`src/rtl/sar_pkg.sv`:
```
`default_nettype none
// ============================================================================
// Module      : sar_pkg
// Description : Shared widths, clip bounds, FSM state type and target clip
//               helper for the SAR job dispatcher.
// Revision    : 1.0 - initial release
// ============================================================================
package sar_pkg;

    localparam int X_W   = 4;
    localparam int Y_W   = 10;
    localparam int JOB_W = Y_W + 1;

    localparam logic [Y_W-1:0] TGT_MIN = 10'd550;
    localparam logic [Y_W-1:0] TGT_MAX = 10'd1000;

    typedef enum logic [1:0] {
        ST_IDLE  = 2'd0,
        ST_ISSUE = 2'd1,
        ST_WAIT  = 2'd2,
        ST_OUT   = 2'd3
    } state_t;

    // One FIFO entry: clipped target plus a flag recording that clipping happened
    typedef struct packed {
        logic           clipped;
        logic [Y_W-1:0] target;
    } job_t;

    // Saturate a raw target into [lo, hi] and report whether it was moved
    function automatic job_t clip_target(input logic [Y_W-1:0] raw,
                                         input logic [Y_W-1:0] lo,
                                         input logic [Y_W-1:0] hi);
        job_t j;
        if (raw < lo) begin
            j.target  = lo;
            j.clipped = 1'b1;
        end else if (raw > hi) begin
            j.target  = hi;
            j.clipped = 1'b1;
        end else begin
            j.target  = raw;
            j.clipped = 1'b0;
        end
        return j;
    endfunction

endpackage
`default_nettype wire

```
`src/rtl/sar_job_dispatcher_if.sv`:
```
`default_nettype none
// ============================================================================
// Module      : sar_job_dispatcher_if
// Description : Target stream, SAR controller and result stream signals of
//               the job dispatcher. The slave modport is the dispatcher's
//               view; the master modport is the surrounding environment.
// Revision    : 1.0 - initial release
// ============================================================================
interface sar_job_dispatcher_if;
    import sar_pkg::*;

    // Target input stream
    logic             in_valid;
    logic             in_ready;
    logic [Y_W-1:0]   in_target;
    // SAR controller side
    logic             sar_start;
    logic [Y_W-1:0]   sar_target;
    logic             sar_done;
    logic [X_W-1:0]   sar_x;
    logic [Y_W-1:0]   sar_y;
    // Result output stream
    logic             res_valid;
    logic             res_ready;
    logic [X_W-1:0]   res_x;
    logic [Y_W-1:0]   res_y;
    logic [Y_W-1:0]   res_target;
    logic [Y_W-1:0]   res_err;
    logic             res_clipped;
    logic             res_timeout;
    // Status
    logic             busy;

    modport slave (
        input  in_valid, in_target, sar_done, sar_x, sar_y, res_ready,
        output in_ready, sar_start, sar_target, res_valid, res_x, res_y,
               res_target, res_err, res_clipped, res_timeout, busy
    );

    modport master (
        output in_valid, in_target, sar_done, sar_x, sar_y, res_ready,
        input  in_ready, sar_start, sar_target, res_valid, res_x, res_y,
               res_target, res_err, res_clipped, res_timeout, busy
    );

endinterface
`default_nettype wire

```
`src/rtl/sar_target_fifo.sv`:
```
`default_nettype none
// ============================================================================
// Module      : sar_target_fifo
// Description : Small synchronous FIFO for clipped targets. Pointers carry an
//               extra wrap bit so full and empty are distinguishable. No
//               bypass: full blocks a push even if a pop happens that cycle.
// Revision    : 1.0 - initial release
// ============================================================================
module sar_target_fifo #(
    parameter int DEPTH = 4,   // power of two, at least 2
    parameter int WIDTH = 11
) (
    input  logic             clk,
    input  logic             rst_n,
    input  logic             push,
    input  logic [WIDTH-1:0] wdata,
    input  logic             pop,
    output logic [WIDTH-1:0] rdata,
    output logic             full,
    output logic             empty
);

    localparam int AW = $clog2(DEPTH);
    localparam logic [AW:0] C_PTR_ONE = (AW+1)'(1);

    logic [AW:0]      r_wptr;
    logic [AW:0]      r_rptr;
    logic [WIDTH-1:0] r_mem [DEPTH];
    logic             w_do_push;
    logic             w_do_pop;

    assign w_do_push = push & ~full;
    assign w_do_pop  = pop & ~empty;

    assign full  = (r_wptr[AW] != r_rptr[AW]) && (r_wptr[AW-1:0] == r_rptr[AW-1:0]);
    assign empty = (r_wptr == r_rptr);
    assign rdata = r_mem[r_rptr[AW-1:0]];

    // Pointer update; reset empties the FIFO
    always_ff @(posedge clk or negedge rst_n) begin
        if (!rst_n) begin
            r_wptr <= '0;
            r_rptr <= '0;
        end else begin
            if (w_do_push) r_wptr <= r_wptr + C_PTR_ONE;
            if (w_do_pop)  r_rptr <= r_rptr + C_PTR_ONE;
        end
    end

    // Storage write; contents are don't-care until the pointers say otherwise
    always_ff @(posedge clk) begin
        if (w_do_push) r_mem[r_wptr[AW-1:0]] <= wdata;
    end

endmodule
`default_nettype wire

```
`src/rtl/sar_job_dispatcher.sv`:
```
`default_nettype none
// ============================================================================
// Module      : sar_job_dispatcher
// Description : Buffers clipped targets, issues one SAR job at a time, waits
//               for a rising edge of done (with watchdog), and presents the
//               captured result and absolute error on a valid/ready stream.
// Revision    : 1.0 - initial release
// ============================================================================
module sar_job_dispatcher #(
    parameter int DEPTH       = 4,
    parameter int TIMEOUT_CYC = 16,
    parameter int TGT_MIN     = 550,
    parameter int TGT_MAX     = 1000
) (
    input  logic                 clk,
    input  logic                 rst_n,
    sar_job_dispatcher_if.slave  bus
);
    import sar_pkg::*;

    localparam int              CNT_W      = $clog2(TIMEOUT_CYC + 1);
    localparam logic [CNT_W-1:0] C_CNT_LAST = CNT_W'(TIMEOUT_CYC - 1);
    localparam logic [CNT_W-1:0] C_CNT_ONE  = CNT_W'(1);
    localparam logic [Y_W-1:0]  C_LO       = Y_W'(TGT_MIN);
    localparam logic [Y_W-1:0]  C_HI       = Y_W'(TGT_MAX);

    state_t             r_state;
    state_t             w_next;
    job_t               w_push_job;
    job_t               w_pop_job;
    logic [JOB_W-1:0]   w_fifo_rdata;
    logic               w_full;
    logic               w_empty;
    logic               w_push;
    logic               w_pop;
    logic               w_sar_start;
    logic               w_res_valid;
    logic               w_done_rise;
    logic               w_timeout_hit;
    logic [Y_W-1:0]     w_err;

    logic [CNT_W-1:0]   r_cnt;
    logic               r_done_q;
    logic [Y_W-1:0]     r_target;
    logic               r_clipped;
    logic [X_W-1:0]     r_res_x;
    logic [Y_W-1:0]     r_res_y;
    logic [Y_W-1:0]     r_res_err;
    logic               r_res_timeout;

    // Clipping happens on the way into the FIFO
    assign w_push     = bus.in_valid & ~w_full;
    assign w_push_job = clip_target(bus.in_target, C_LO, C_HI);
    assign w_pop_job  = w_fifo_rdata;

    sar_target_fifo #(
        .DEPTH (DEPTH),
        .WIDTH (JOB_W)
    ) u_fifo (
        .clk   (clk),
        .rst_n (rst_n),
        .push  (w_push),
        .wdata (w_push_job),
        .pop   (w_pop),
        .rdata (w_fifo_rdata),
        .full  (w_full),
        .empty (w_empty)
    );

    // A done level left high from an earlier job must not complete this one
    assign w_done_rise   = bus.sar_done & ~r_done_q;
    assign w_timeout_hit = (r_cnt == C_CNT_LAST);
    assign w_err         = (bus.sar_y >= r_target) ? (bus.sar_y - r_target)
                                                   : (r_target - bus.sar_y);

    // State register
    always_ff @(posedge clk or negedge rst_n) begin
        if (!rst_n) r_state <= ST_IDLE;
        else        r_state <= w_next;
    end

    // Next-state and state-decoded controls
    always_comb begin
        w_next      = r_state;
        w_pop       = 1'b0;
        w_sar_start = 1'b0;
        w_res_valid = 1'b0;
        case (r_state)
            ST_IDLE: begin
                if (!w_empty) begin
                    w_pop  = 1'b1;
                    w_next = ST_ISSUE;
                end
            end
            ST_ISSUE: begin
                w_sar_start = 1'b1;
                w_next      = ST_WAIT;
            end
            ST_WAIT: begin
                // Done and timeout together: done wins in the datapath below
                if (w_done_rise || w_timeout_hit) w_next = ST_OUT;
            end
            ST_OUT: begin
                w_res_valid = 1'b1;
                if (bus.res_ready) w_next = ST_IDLE;
            end
            default: w_next = ST_IDLE;
        endcase
    end

    // Job target, watchdog, done-edge history and result capture
    always_ff @(posedge clk or negedge rst_n) begin
        if (!rst_n) begin
            r_cnt         <= '0;
            r_done_q      <= 1'b0;
            r_target      <= '0;
            r_clipped     <= 1'b0;
            r_res_x       <= '0;
            r_res_y       <= '0;
            r_res_err     <= '0;
            r_res_timeout <= 1'b0;
        end else begin
            r_done_q <= bus.sar_done;
            if (w_pop) begin
                r_target  <= w_pop_job.target;
                r_clipped <= w_pop_job.clipped;
            end
            case (r_state)
                ST_ISSUE: r_cnt <= '0;
                ST_WAIT: begin
                    if (w_done_rise) begin
                        r_res_x       <= bus.sar_x;
                        r_res_y       <= bus.sar_y;
                        r_res_err     <= w_err;
                        r_res_timeout <= 1'b0;
                    end else if (w_timeout_hit) begin
                        r_res_x       <= '0;
                        r_res_y       <= '0;
                        r_res_err     <= '0;
                        r_res_timeout <= 1'b1;
                    end else begin
                        r_cnt <= r_cnt + C_CNT_ONE;
                    end
                end
                default: ;
            endcase
        end
    end

    assign bus.in_ready    = ~w_full;
    assign bus.sar_start   = w_sar_start;
    assign bus.sar_target  = r_target;
    assign bus.res_valid   = w_res_valid;
    assign bus.res_x       = r_res_x;
    assign bus.res_y       = r_res_y;
    assign bus.res_target  = r_target;
    assign bus.res_err     = r_res_err;
    assign bus.res_clipped = r_clipped;
    assign bus.res_timeout = r_res_timeout;
    assign bus.busy        = (r_state != ST_IDLE) | ~w_empty;

endmodule
`default_nettype wire

```
`src/flat_wrapper.sv`:
```
// flat-port wrapper written by rule: the top's interface ports become plain ports
module sar_job_dispatcher_flat import sar_pkg::*;
#(
    parameter int DEPTH       = 4,
    parameter int TIMEOUT_CYC = 16,
    parameter int TGT_MIN     = 550,
    parameter int TGT_MAX     = 1000
)
  (clk, rst_n, bus_in_valid, bus_in_target, bus_sar_done, bus_sar_x, bus_sar_y, bus_res_ready, bus_in_ready, bus_sar_start, bus_sar_target, bus_res_valid, bus_res_x, bus_res_y, bus_res_target, bus_res_err, bus_res_clipped, bus_res_timeout, bus_busy);
  sar_job_dispatcher_if bus_i ();
  input  logic clk;
  input  logic rst_n;
  input wire logic [$bits(bus_i.in_valid)-1:0] bus_in_valid;
  input wire logic [$bits(bus_i.in_target)-1:0] bus_in_target;
  input wire logic [$bits(bus_i.sar_done)-1:0] bus_sar_done;
  input wire logic [$bits(bus_i.sar_x)-1:0] bus_sar_x;
  input wire logic [$bits(bus_i.sar_y)-1:0] bus_sar_y;
  input wire logic [$bits(bus_i.res_ready)-1:0] bus_res_ready;
  output wire logic [$bits(bus_i.in_ready)-1:0] bus_in_ready;
  output wire logic [$bits(bus_i.sar_start)-1:0] bus_sar_start;
  output wire logic [$bits(bus_i.sar_target)-1:0] bus_sar_target;
  output wire logic [$bits(bus_i.res_valid)-1:0] bus_res_valid;
  output wire logic [$bits(bus_i.res_x)-1:0] bus_res_x;
  output wire logic [$bits(bus_i.res_y)-1:0] bus_res_y;
  output wire logic [$bits(bus_i.res_target)-1:0] bus_res_target;
  output wire logic [$bits(bus_i.res_err)-1:0] bus_res_err;
  output wire logic [$bits(bus_i.res_clipped)-1:0] bus_res_clipped;
  output wire logic [$bits(bus_i.res_timeout)-1:0] bus_res_timeout;
  output wire logic [$bits(bus_i.busy)-1:0] bus_busy;
  assign bus_i.in_valid = bus_in_valid;
  assign bus_i.in_target = bus_in_target;
  assign bus_i.sar_done = bus_sar_done;
  assign bus_i.sar_x = bus_sar_x;
  assign bus_i.sar_y = bus_sar_y;
  assign bus_i.res_ready = bus_res_ready;
  assign bus_in_ready = bus_i.in_ready;
  assign bus_sar_start = bus_i.sar_start;
  assign bus_sar_target = bus_i.sar_target;
  assign bus_res_valid = bus_i.res_valid;
  assign bus_res_x = bus_i.res_x;
  assign bus_res_y = bus_i.res_y;
  assign bus_res_target = bus_i.res_target;
  assign bus_res_err = bus_i.res_err;
  assign bus_res_clipped = bus_i.res_clipped;
  assign bus_res_timeout = bus_i.res_timeout;
  assign bus_busy = bus_i.busy;
  sar_job_dispatcher #(.DEPTH(DEPTH), .TIMEOUT_CYC(TIMEOUT_CYC), .TGT_MIN(TGT_MIN), .TGT_MAX(TGT_MAX)) u_core (.clk(clk), .rst_n(rst_n), .bus(bus_i));
endmodule
```
`config.mk`:
```
export PLATFORM = sky130hd
export DESIGN_NAME = sar_job_dispatcher_flat
export DESIGN_NICKNAME = d
export VERILOG_FILES = /design/src/rtl/sar_pkg.sv /design/src/rtl/sar_job_dispatcher_if.sv /design/src/rtl/sar_target_fifo.sv /design/src/rtl/sar_job_dispatcher.sv /design/src/flat_wrapper.sv
export SDC_FILE = /design/constraint.sdc
export NUM_CORES = 1
export LEC_CHECK = 0
export ABC_CLOCK_PERIOD_IN_PS = 3600
export CAP_MARGIN = 20
export CORE_MARGIN = 3
export CORE_UTILIZATION = 45
export DETAILED_ROUTE_END_ITERATION = 12
export HOLD_SLACK_MARGIN = 0.06
export MAX_ROUTING_LAYER = met4
export PLACE_DENSITY = 0.69
export SLEW_MARGIN = 20
export SYNTH_ARGS = -nofsm -noshare
export SYNTH_HDL_FRONTEND = slang
export SYNTH_HIERARCHICAL = 1
export SYNTH_SLANG_ARGS = --single-unit
```
`constraint.sdc`:
```
create_clock -name clk -period 3.6 [get_ports clk]
set_input_delay 0.54 -clock clk [delete_from_list [all_inputs] [get_ports clk]]
set_output_delay 0.54 -clock clk [all_outputs]
set_load 0.01 [all_outputs]
```
; ---- After elaboration in Yosys (flattened, before gate mapping)
; Memory sizes are Yosys's and may differ from the RTL's. A register that Yosys moved wholly into a read port is not among the register bits.
; Index checks and enable logic that the tools add are counted.
[op_classes]
addsub = 5
multipliers = 0
div_mod_pow = 0
order_cmp = 3
eq_ne = 12
shifts = 0
mux = 23
n_bitwise = 8
n_reduce_logical = 10
[op_table]
columns = op, count
row1 = two-way mux 10 bit, 4
row2 = two-way mux 11 bit, 2
row3 = subtractor 10 bit, 2
row4 = greater-or-equal comparator 10 bit, 1
row5 = "greater-than comparator 10 bit, second input constant", 1
row6 = "< comparator 10 bit, second input constant", 1
row7 = two-way mux 5 bit, 2
row8 = case mux 5 bit (2 select lines), 1
row9 = two-way mux 1 bit, 8
row10 = two-way mux 4 bit, 2
row11 = "!= test 2 bit, second input constant", 4
row12 = case mux 2 bit (4 select lines), 1
row13 = "adder 3 x 1 -> 3 bit, second input constant", 2
row14 = two-way mux 2 bit, 3
row15 = AND reduction 3 bit, 2
row16 = nonzero test 2 bit, 3
row17 = "adder 5 x 1 -> 5 bit, second input constant", 1
row18 = "== test 5 x 4 -> 1 bit, second input constant", 1
row19 = AND 1 bit, 4
row20 = "== test 2 bit, second input constant", 2
row21 = == test 3 bit, 1
row22 = NOT 1 bit, 3
row23 = "== test 2 x 1 -> 1 bit, second input constant", 1
row24 = == test 2 bit, 1
row25 = other kinds (8), 8
[totals]
register_bits = 39
latch_bits = 0
ramBits = 44
rom_bits = 0
output_inout_bits = 50
elab_cells = 71
memories = 1
[memory_table]
columns = name, depth, word_bits, rd, rd_clocked_by_memory_dff, write_ports, line_no
row1 = u_core.u_fifo.r_mem, 4, 11, 1, 1, 1, sar_target_fifo.sv:28  ; logic [WIDTH-1:0] r_mem [DEPTH];

; ---- Longest topological paths before layout
; Gate-level depths: netlist of the first run.
[logic_depth]
depth_word = 7
mapped_depth = 10

; ---- Hierarchy
; The synthesis of the first run kept the hierarchy.
[by_module_without_submodules]
columns = mod, n_inst, cells_each, area_each_um2, seq_area_each_um2
row1 = sar_job_dispatcher, 1, 313, 2897.8, 1101.1
row2 = sar_target_fifo, 1, 109, 2077.0, 1471.4

; ---- Worst setup path before layout of the first run
; OpenSTA, ideal clock, no wires.
[synth_timing]
kind = input to register
startpoint = input bus_sar_y[0]
endpoint = register u_core.r_res_err[7] (netlist: u_core/bus.res_err[7])
arrival_ns = 2.864
required_ns = 3.478
setup_slack_ns = 0.615
cell_stages = 10
path_buffers = 0
path_cell_list = inv_1 > ha_1 > inv_1 > fa_1 > a21oi_2 > a21oi_2 > a211o_4 > mux2_4 > or4_1 > a32o_1
[synth_between]
elab_chain_cells = 3
[synth_lines]
columns = element, line_no
row1 = start: declaration, flat_wrapper.sv:17  ; input wire logic [$bits(bus_i.sar_y)-1:0] bus_sar_y;
row2 = "subtractor 10 bit, or another cell as far along", sar_job_dispatcher.sv:74  ; : (r_target - bus.sar_y);
row3 = two-way mux 10 bit *, sar_job_dispatcher.sv:73  ; assign w_err = (bus.sar_y >= r_target) ? (bus.sar_y - r_target)
row4 = two-way mux 10 bit *, sar_job_dispatcher.sv:131  ; if (w_done_rise) begin
row5 = end signal: assignment, sar_job_dispatcher.sv:134  ; r_res_err <= w_err;
row6 = end: declaration, sar_job_dispatcher.sv:48  ; logic [Y_W-1:0] r_res_err;
; Every way passes the cells marked *; elsewhere a longest branch is shown, timed or not.
; A chain may end at the register's enable or synchronous reset.

; ---- Final worst setup path of the first run
; Same ends and word-level chain as after synthesis.

==> results of run 1 <==
## critical path: cells and delay by family
family / cells / cell delay, ns
AO/OA/AOI/OAI: 4 / 0.91
adder cells (fa/ha/maj): 2 / 0.56
multiplexers: 1 / 0.32
buffers and inverters: 3 / 0.56
AND/OR/NAND/NOR: 1 / 0.51
## power groups by stage
stage	Combinational (mW)	Clock, mW	Sequential [mW]
6_report	2.61	0.684	1.73
5_1_grt	2.88	0.756	1.78
4_1_cts	2.64	0.717	1.74
3_5_place_dp	2.62	0	1.76
3_3_place_gp	2.60	0	1.74
2_1_floorplan	1.63	0	1.80
## per-layer routing
metal,wire [µm],vias to the layer above,track usage (%)
met5,0,-,-
met4,91,0,4.14
met3,377,12,3.33
li1,-,1649,-
met1,4650,1609,22.2
met2,5220,65,29.7
## state kept, by name, indices dropped and copies added (netlist names), 2 cells and up
signal                 cells
u_core/u_fifo/r_wptr       3
u_core/bus.res_err        10
u_core/bus.res_y          10
u_core/r_cnt               5
u_core/bus.res_target     10
u_core/u_fifo/r_rptr       3
u_core/u_fifo/r_mem       44
u_core/bus.res_x           4
u_core/r_state             2
## cell type report
class / instances / area, µm²
Timing Repair Buffer: 90 / 866
Multi-Input combinational cell: 268 / 2100
Sequential cell: 94 / 2570
Clock inverter: 7 / 75.1
Tap cell: 136 / 170
Clock buffer: 9 / 124
Fill cell: 915 / 4500
Inverter: 38 / 143
## through the flow
stage                     util (%)  power [mW]  hold WS [ns]  cells  area (µm²)
after floorplan                  -        3.43         0.244    425        4990
after global placement        55.5        4.34         0.463    626        5850
after detailed placement      55.5        4.39         0.472    626        5850
after CTS                     57.3        5.09         0.207    642        6050
after global routing          57.3        5.42         0.232    642        6050
final                         57.3        5.02         0.197    642        6050
## cell usage in the layout (no fill, tap or decap), drive strengths merged, types with 4 or more instances in the layout
cell and n:
a21o 13, clkbuf 9, and3 4, mux2i 4, a22o 6, edfxtp 44
dfrtp 50, buf 13, nand3 11, xnor2 7, a211oi 4, mux4 11
ha 31, conb 4, nor2 11, nand2b 5, a31oi 4, a21oi 19
nand2 39, mux2 5, and2 9, inv 41, o21ai 39, clkdlybuf4s50 77
xor2 4
## cell families after synthesis
logic type,after synthesis
xor gates and xnor gates,11
AOI/OAI and AO/OA,102
buffers and inverters,63
DFF,94
muxes,20
other,1
and+or+nand+nor,98
adders and majority gates,33
## worst max-delay path by stage
stage,end,slack [ns]
3_3_place_gp,u_core/bus.res_err[7]$_DFFE_PN0P_,0.14
6_report,u_core/bus.res_err[7]$_DFFE_PN0P_,0.44
3_5_place_dp,u_core/bus.res_err[7]$_DFFE_PN0P_,0.08
2_1_floorplan,u_core/bus.res_err[7]$_DFFE_PN0P_,0.61
4_1_cts,u_core/bus.res_err[7]$_DFFE_PN0P_,0.47
5_1_grt,u_core/bus.res_err[8]$_DFFE_PN0P_,0.37
==> qor.csv, run 1 <==
metric,value,unit
regToRegSetupSlack,0.71,ns
avgViaCountPerCell,5.19,
cts_resized,0,
async_reset_ff_share,53.2,%
worstSkewPairLatency,0.35,ns
p_per_area,829,nW/µm²
critPathKind,input pin to flop,
htreeDepth,3,
synthAdderAreaFrac,8.60,%
max_cap_viol_count,0,
synthMuxAreaShare,7.07,%
synth_area_leader_cell,edfxtp_1,
combPwrFrac,51.9,%
seq_area_frac_synth,51.7,%
synth_commonest_cells,"dfrtp_1, edfxtp_1, nand2_1",
die_area,12400,µm²
p_clk_share,13.6,%
setup_tns,0,ns
tightest_slew,1.04,ns
ys_ff_latch,94,
rsz0062_at_grt,no,
cts_setup_buffers,0,
slew_violations,0,
synth_top_area_share,26.6,%
tritoncts,done,
synthMostInstantiatedCell,dfrtp_1,
ant_nets,0,
io_pins,79,
worstSetupEndpointType,flop,
synth_top_flop_cell,dfrtp_1,
switchingPower,1.95,mW
synth-edff-count,44,
max_slew_margin,30.4,%
worstPathCellList,clkdlybuf4s50_1 > inv_1 > ha_1 > inv_1 > fa_1 > a21oi_2 > a21oi_2 > a211o_4 > mux2_4 > or4_1 > a32o_1,
drc,0,
numPortBuffers,78,
cp.arrival,3.41,ns
synth_area,4970,µm²
synth.avg_cell_area,11.8,µm²
drtIter0Drc,125,
start_util,47.1,%
area_growth,21.7,%
die_x,111,µm
grt.total_usage,17.6,%
diodes,0,
critPathLaunchType,input pin,
grt_first_pass_wirelength,17200,µm
synth_compound_area_share,14.2,%
synth-xor-area-share,2.24,%
p_leak,2.55,nW
nets,563,
status,finished clean,
synth_top_family_by_area,compound AO/OA/AOI/OAI gates,
drt_pre_antenna_iters,5,
drt_wl_total,10300,µm
min_period_over_period,87.7,%
cts.hold.buffers_added,0,
setup_violations,0,
fin_skew,0.00921,ns
synthCells,422,
reg2reg_to,u_core/bus.res_err[7]$_DFFE_PN0P_,
place_ws,0.0799,ns
grt_pass1_vias,3409,
synth_warnings,6,
gp_congestion,0.867,
cts.path.max_buffers,2,
cts_sinks,94,
grt_max_degree,30,
r2r-start,u_core/bus.res_target[1]$_DFFE_PN0P_,
die_h,111,µm
ys_types,62,
coreArea,10600,µm²
worstPathMaxFanout,4,
cts.clk_slew.worst_paths,0.10,ns
slowest_delay,0.51,ns
vdd_ir_drop_max,338,µV
pwr-share-seq,34.5,%
cts_buffers,9,
root_buffer,clkbuf_8,
worstHoldPathType,input pin to asynchronous set/reset pin,
rows,37,
overflow,0,
wl_per_cell,16.1,µm
fin_crit,3.16,ns
synth-simple-area-share,9.86,%
vias,3335,
cpMaxStageDelayCell,or4_1,
p_sw_share,38.8,%
hpwl,7840,µm
worst_ep_required_time,3.85,ns
internal-power,3.07,mW
reg2reg_depth,8,
antenna_found_initial,0,
drive_gt1_share,12.3,%
cp-startpoint,bus_sar_y[0],
layout_setup_ws,0.443,ns
synthTopCellsByArea,"edfxtp_1, dfrtp_1, ha_1",
max_freq,317,MHz
hold_viol_final,0,
Power figures use the tool's default switching activity.
==> run 2, diff against run 1 <==
--- a/config.mk
+++ b/config.mk
@@ -10,9 +10,9 @@
 export CORE_MARGIN = 3
 export CORE_UTILIZATION = 45
 export DETAILED_ROUTE_END_ITERATION = 12
+export DONT_BUFFER_PORTS = 1
 export HOLD_SLACK_MARGIN = 0.06
 export MAX_ROUTING_LAYER = met4
-export PLACE_DENSITY = 0.69
 export SLEW_MARGIN = 20
 export SYNTH_ARGS = -nofsm -noshare
 export SYNTH_HDL_FRONTEND = slang
==> qor.csv, run 2 (synthesis results as in run 1) <==
metric,value,unit
status,finished clean,
hold_path_depth,0,
cts.clk_slew.worst_paths,0.09,ns
die_area,12400,µm²
wl_per_cell,17.4,µm
tightest_slew,0.991,ns
io_pins,79,
cts_setup_buffers,0,
worst_ep_required_time,3.86,ns
worstHoldPathType,input pin to flop,
reg2reg_depth,9,
regToRegSetupSlack,0.49,ns
die_x,111,µm
multi_input_area,2110,µm²
root_buffer,clkbuf_8,
tritoncts,done,
vdd_ir_drop_max,292,µV
cp.arrival,3.36,ns
slew_violations,0,
rows,37,
grt.total_usage,17.1,%
top_layer,met4,
critPathLaunchType,flop,
drt_wl_total,9750,µm
setup_tns,0,ns
grt_pass1_vias,3188,
cpMaxStageDelayCell,dfrtp_1,
p_per_area,850,nW/µm²
drt_pre_antenna_iters,4,
worstPathMaxFanout,6,
worstPathCellList,ha_1 > inv_1 > fa_1 > a21oi_2 > a21oi_2 > a211o_4 > mux2_4 > or4_1 > a32o_1,
overflow,0,
ant_nets,0,
nets,482,
drive_gt1_share,13.4,%
coreArea,10600,µm²
cts_resized,0,
cts.path.max_buffers,2,
grt_first_pass_wirelength,16500,µm
fillers,943,
place_ws,0.454,ns
rsz0062_at_grt,no,
antenna_found_initial,0,
die_h,111,µm
finalNonFillerCells,561,
fin_crit,3.11,ns
path_common_cell,a21oi_2,
stdcell_area,5280,µm²
drtIter0Drc,195,
htreeDepth,3,
vias,3071,
start_util,47.1,%
seq_area,2570,µm²
layout_commonest_cell,dfrtp_1,
met3WireLength,425,µm
placedCellCount,543,
max_freq,322,MHz
cts.hold.buffers_added,2,
diodes,0,
wl_met2,4810,µm
hpwl,7050,µm
cts_sinks,94,
wl_met1,4340,µm
drc,0,
p_leak,2.25,nW
layout_setup_ws,0.494,ns
critPathKind,flop to flop,
worstSetupEndpointType,flop,
cts_buffers,9,
avgViaCountPerCell,5.47,
min_period_over_period,86.3,%
grt_max_degree,51,
fin_skew,0.00936,ns
slowest_delay,0.50,ns
max_cap_viol_count,0,
max_slew_margin,33.9,%
largest_reg_flops,44,
gp_congestion,0.889,
hold_viol_final,0,
area_growth,6.09,%
place_area,5040,µm²
numPortBuffers,0,
final_cell_mix,"dfrtp_1, edfxtp_1, nand2_1",
worstSkewPairLatency,0.37,ns
setup_violations,0,
==> run 2: final timing paths <==
check | startpoint | to
max reg2reg | u_core/bus.res_target[0]$_DFFE_PN0P_ | u_core/bus.res_err[7]$_DFFE_PN0P_
max in group asynchronous | rst_n | u_core/bus.res_target[5]$_DFFE_PN0P_
min | bus_sar_done | u_core/r_done_q$_DFF_PN0_
min in group asynchronous | rst_n | u_core/bus.res_err[8]$_DFFE_PN0P_
max | u_core/bus.res_target[0]$_DFFE_PN0P_ | u_core/bus.res_err[7]$_DFFE_PN0P_
min reg2reg | u_core/r_cnt[4]$_DFFE_PN0P_ | u_core/r_cnt[4]$_DFFE_PN0P_
==> run 2: layout make-up <==
cell class                      count  area share [%]
Sequential cell                    94            48.7
Multi-Input combinational cell    268            39.9
Tap cell                          136            3.22
Inverter                           38            2.70
Clock buffer                        9            2.35
Timing Repair Buffer                9            1.71
Clock inverter                      7            1.38
==> run 2: critical path: cells and delay by family (launching register included) <==
family / cells / cell delay (ns)
and+or+nand+nor: 1 / 0.50
AOI/OAI and AO/OA: 4 / 0.96
DFF: 1 / 0.50
muxes: 1 / 0.33
buffers and inverters: 1 / 0.07
adders and majority gates: 2 / 0.64
==> run 2: metal layers <==
metal  vias up  track usage [%]
met5         -                -
met4         0             6.16
met3        15             4.64
met2        65             27.9
met1      1503             20.6
li1       1488                -
==> run 2: power breakdown <==
part / internal [mW] / switching, mW
combinational: 0.820 / 1.11
clock: 0.322 / 0.376
sequential: 1.50 / 0.358
==> run 2: stage by stage <==
| step | total power, mW | hold WS [ns] | util, % |
|---|---|---|---|
| floorplan | 3.43 | 0.244 | - |
| global placement | 3.75 | 0.246 | 47.8 |
| detailed placement | 3.81 | 0.246 | 47.8 |
| CTS | 4.54 | 0.174 | 50.0 |
| global route | 4.85 | 0.166 | 50.0 |
| finish | 4.49 | 0.200 | 50.0 |
